File: config.mk
export PLATFORM = sky130hd
export DESIGN_NAME = hazard_ctrl_unit
export DESIGN_NICKNAME = d
export VERILOG_FILES = /design/src/rtl/hazard_ctrl_unit.sv
export SDC_FILE = /design/constraint.sdc
export NUM_CORES = 1
export LEC_CHECK = 0
export ABC_AREA = 1
export CAP_MARGIN = 10
export CELL_PAD_IN_SITES_DETAIL_PLACEMENT = 1
export CELL_PAD_IN_SITES_GLOBAL_PLACEMENT = 2
export CORE_ASPECT_RATIO = 2
export CORE_MARGIN = 5
export CORE_UTILIZATION = 14
export DETAILED_ROUTE_END_ITERATION = 8
export GPL_TIMING_DRIVEN = 0
export MAX_ROUTING_LAYER = met4
export PLACE_DENSITY = 0.9
export SETUP_SLACK_MARGIN = 0.4
export SYNTH_ARGS = -nofsm -noshare
export SYNTH_HDL_FRONTEND = slang
export SYNTH_SLANG_ARGS = --single-unit
File: constraint.sdc
create_clock -name clk -period 1.3 [get_ports clk]
set_input_delay 0.195 -clock clk [delete_from_list [all_inputs] [get_ports clk]]
set_output_delay 0.195 -clock clk [all_outputs]
set_load 0.01 [all_outputs]
File: src/rtl/hazard_ctrl_unit.sv
// Load-use / branch / dmem-busy hazard controller sitting beside the ID stage.
// Optional performance counters are built when HAZARD_PERF_CNT_EN is defined.
//
// state  | meaning
// -------+----------------------------------------------------------------
// IDLE   | no load-use stall in progress; hazard detection is live
// LSTALL | extra bubble cycles after the first; cnt counts the rest down to 0
module hazard_ctrl_unit #(
    parameter int REG_ADDR_W        = 5,
    parameter int LOAD_STALL_CYCLES = 1,
    parameter int CNT_W             = 32
) (
    input  logic                  clk,
    input  logic                  arst_n,
    input  logic                  mem_read_id_ex,
    input  logic [REG_ADDR_W-1:0] rd_id_ex,
    input  logic [REG_ADDR_W-1:0] rs1_if_id,
    input  logic [REG_ADDR_W-1:0] rs2_if_id,
    input  logic                  rs1_used,
    input  logic                  rs2_used,
    input  logic                  branch_taken_ex,
    input  logic                  dmem_busy,
    output logic                  pc_write,
    output logic                  if_id_write,
    output logic                  id_ex_bubble,
    output logic                  if_id_flush,
    output logic                  id_ex_flush,
    output logic                  pipe_freeze,
    output logic [CNT_W-1:0]      stall_cycles,
    output logic [CNT_W-1:0]      flush_events
);

    typedef enum logic [0:0] {
        IDLE   = 1'b0,
        LSTALL = 1'b1
    } state_t;

    // The first bubble is issued from IDLE, so LSTALL covers the remaining N-1.
    localparam bit         MULTI_CYCLE = (LOAD_STALL_CYCLES > 1);
    localparam logic [3:0] CNT_RELOAD  = MULTI_CYCLE ? 4'(LOAD_STALL_CYCLES - 2) : 4'd0;

    state_t     state_q;
    state_t     state_d;
    logic [3:0] cnt_q;
    logic [3:0] cnt_d;
    logic       hz;
    logic       stall;

    assign hz = mem_read_id_ex && (rd_id_ex != '0) &&
                ((rs1_used && (rd_id_ex == rs1_if_id)) ||
                 (rs2_used && (rd_id_ex == rs2_if_id)));

    always_ff @(posedge clk or negedge arst_n) begin
        if (!arst_n) begin
            state_q <= IDLE;
            cnt_q   <= 4'd0;
        end else begin
            state_q <= state_d;
            cnt_q   <= cnt_d;
        end
    end

    // Priority: reset > dmem freeze > taken branch > load-use stall.
    always_comb begin
        state_d      = state_q;
        cnt_d        = cnt_q;
        stall        = 1'b0;
        pc_write     = 1'b1;
        if_id_write  = 1'b1;
        id_ex_bubble = 1'b0;
        if_id_flush  = 1'b0;
        id_ex_flush  = 1'b0;
        pipe_freeze  = 1'b0;

        if (!arst_n) begin
            state_d = IDLE;
            cnt_d   = 4'd0;
        end else if (dmem_busy) begin
            pipe_freeze = 1'b1;
            pc_write    = 1'b0;
            if_id_write = 1'b0;
        end else if (branch_taken_ex) begin
            if_id_flush = 1'b1;
            id_ex_flush = 1'b1;
            state_d     = IDLE;
            cnt_d       = 4'd0;
        end else begin
            unique case (state_q)
                IDLE: begin
                    if (hz) begin
                        stall = 1'b1;
                        if (MULTI_CYCLE) begin
                            state_d = LSTALL;
                            cnt_d   = CNT_RELOAD;
                        end
                    end
                end
                LSTALL: begin
                    stall = 1'b1;
                    if (cnt_q == 4'd0) begin
                        state_d = IDLE;
                    end else begin
                        cnt_d = cnt_q - 4'd1;
                    end
                end
                default: begin
                    state_d = IDLE;
                    cnt_d   = 4'd0;
                end
            endcase
        end

        if (stall) begin
            pc_write     = 1'b0;
            if_id_write  = 1'b0;
            id_ex_bubble = 1'b1;
        end
    end

`ifdef HAZARD_PERF_CNT_EN
    logic [CNT_W-1:0] stall_cnt_q;
    logic [CNT_W-1:0] flush_cnt_q;

    always_ff @(posedge clk or negedge arst_n) begin
        if (!arst_n) begin
            stall_cnt_q <= '0;
            flush_cnt_q <= '0;
        end else begin
            if (stall) begin
                stall_cnt_q <= stall_cnt_q + CNT_W'(1);
            end
            if (branch_taken_ex && !dmem_busy) begin
                flush_cnt_q <= flush_cnt_q + CNT_W'(1);
            end
        end
    end

    assign stall_cycles = stall_cnt_q;
    assign flush_events = flush_cnt_q;
`else
    assign stall_cycles = '0;
    assign flush_events = '0;
`endif

endmodule

==> impl_metrics.toml <==
[yosys]
ys_seq_area_frac = 0.123
ys_warn_count = 0
syn_area_per_cell_um2 = 6.30
syn_inst = 162
synth_area_leaders = "buf_4, nand2_1, dfrtp_1"
ys_seq_elements = 5
netlist_area_um2 = 1020
yosysUniqueCellTypes = 18
yosysTopAreaCell = "buf_4"
yosysTopAreaCellShare = 0.485

[floorplanning]
dieWidth_um = 70.4
design.core.area_um2 = 7210
ioPinCount = 92
fp.dieH_um = 131
die_area_um2 = 9200
rows = 44
start_util = 0.142

[routing]
drtPass1Iterations = 3
avgRoutedWirePerCell_um = 9.53
drt_iter0_markers = 33
viasPerCell = 3.20
finalWirelength_um = 3380
drc = 0
vias = 1134
ant_nets = 0

[cells_and_area]
mostFrequentLayoutCells = "buf_4, conb_1, nand2_2"
n_antenna_cell = 0
syn_to_final_growth_pct = 92.3
drive_gt1_frac = 0.573
final_area_um2 = 1960
final_common_cell = "buf_4"
layout.cells.non_filler = 354
fillers = 919
final_nets = 287

[timing]
fin_ws_ps = -29.4
drv_slew = 0
rsz0062_at_grt = "yes"
finalSetupTns_ps = -29.4
setup_viol = 1
fmax_mhz = 752
skew_ps = 0.288
finalCritPeriodShare = 1.02
hold_viol_final = 0
min_period_ps = 1330

[clocking]
clk_latency_ps = 230
tritoncts = "yes"
clockBufferDepth = 2
clk_pin_slew_ps = 30
h-tree-depth = 1
cts_sinks = 5
ctsRootBufferMaster = "clkbuf_16"
cts_buffers = 3

[run_status]
outcome = "complete, but fails checks"
violations = "setup timing"

[power]
ir_drop_mv = 0.296
leakagePower_uw = 0.00115
power_density_nw_per_um2 = 589
p_int_uw = 813
p_switching_uw = 343
pwr-share-clk = 0.439
power.share.combinational = 0.422
pwr-share-seq = 0.139
netSwitchingFraction = 0.297

[setup_path]
critPathKind = "primary input to primary output"
start_kind = "primary input"
critPathCaptureType = "primary output"
crit_arrival_ps = 1130
crit_fanout = 3
cp.required_ps = 1110

[global_route]
grt_pass1_wl_um = 5170
antenna_found_initial = 0
grt.total_usage = 0.0711
grt_pass1_vias = 1225
gr-total-overflow = 0
grt_max_degree = 6

[placement]
dpl.cell_count = 344
dpl.hpwl_um = 2880
io_buffers = 27
gp_congestion = 0.673
placed_area_um2 = 1690

[job]
cap_violations = 0

[worst_hold_path]
hold_path_class = "primary input to register"
[what timing repair did]
| action | 4_1_cts | 5_1_grt |
|---|---|---|
| pin swaps | 29 | 26 |
| gates resized for setup | 150 | 31 |
| hold buffers | 1 | 0 |
| setup endpoints to repair | 11 | 9 |
| hold endpoints to repair | 5 | 0 |
| buffers inserted | 4 | 1 |
[layout make-up]
type,instances,area (um^2),area share
plain buffers,66,495,0.252
clock buffers,4,78.8,0.0402
inverters,21,116,0.0593
multi-input cells,133,706,0.359
flip-flops and latches,5,125,0.0637
well taps,92,115,0.0586
repair buffers,33,327,0.166
[layer usage]
layer	global-route usage	wire length (um)	up-vias
met2	0.147	1960	74
li1	-	-	556
met4	0.0135	24	0
met3	0.0153	308	3
met5	-	0	-
met1	0.0648	1090	501
[power by group through the flow]
stage	Sequential [uW]	Combinational (uW)	Clock, uW
finish	161	488	507
floorplan	163	308	0
global route	161	535	521
global placement	163	420	0
CTS	161	445	510
detailed placement	163	428	0
[worst paths after layout]
path,start,endpoint,slack (ps),depth (start not counted)
setup / recovery,rd_id_ex[3],pc_write,-30,11
hold / removal,arst_n,state_q,280,3
setup reg to reg,cnt_q[0],cnt_q[3],100,8
hold reg to reg,cnt_q[3],cnt_q[3],570,2
max in group asynchronous,arst_n,cnt_q[3],720,2
min in group asynchronous,arst_n,state_q,370,2
[logic make-up after synthesis]
kind of cell | Yosys count | share of synthesized area
buffers and inverters | 87 | 0.563
other | 1 | 0.00367
AOI/OAI and AO/OA | 10 | 0.0527
DFF | 5 | 0.123
and+or+nand+nor | 57 | 0.234
adders and majority gates | 2 | 0.0245
[synth_stat cells, drive strengths merged]
master and count:
buf 66, nand2 38, inv 21, nor2 11, dfrtp 5, nand3 5, o21ai 5, a21oi 3
ha 2, nand4 2, a21boi 1, conb 1, nor3 1, o22ai 1
[sequential cells by signal, summed over array words and instances, names as in the netlist]
register,flops
cnt_q,4
state_q,1
[worst max-delay path, stage by stage]
cell and delay (ps):
buf_12 110, nand2_2 60, nand2_2 60, nor2_4 120, nand3_2 80, nand2_2 70
nand2_2 70, nand2_2 60, a21oi_2 50, buf_4 130, buf_6 110
[through the flow]
stage | total power (uW) | utilization | hold slack (ps) | setup WS (ps)
2_1_floorplan | 471 | - | -101 | 172
3_3_place_gp | 583 | 0.234 | 499 | -1130
3_5_place_dp | 591 | 0.234 | 498 | -1160
4_1_cts | 1120 | 0.258 | 280 | -82.1
5_1_grt | 1220 | 0.272 | 326 | -102
6_report | 1160 | 0.272 | 279 | -29.4
(Power assumes the default switching activity.)
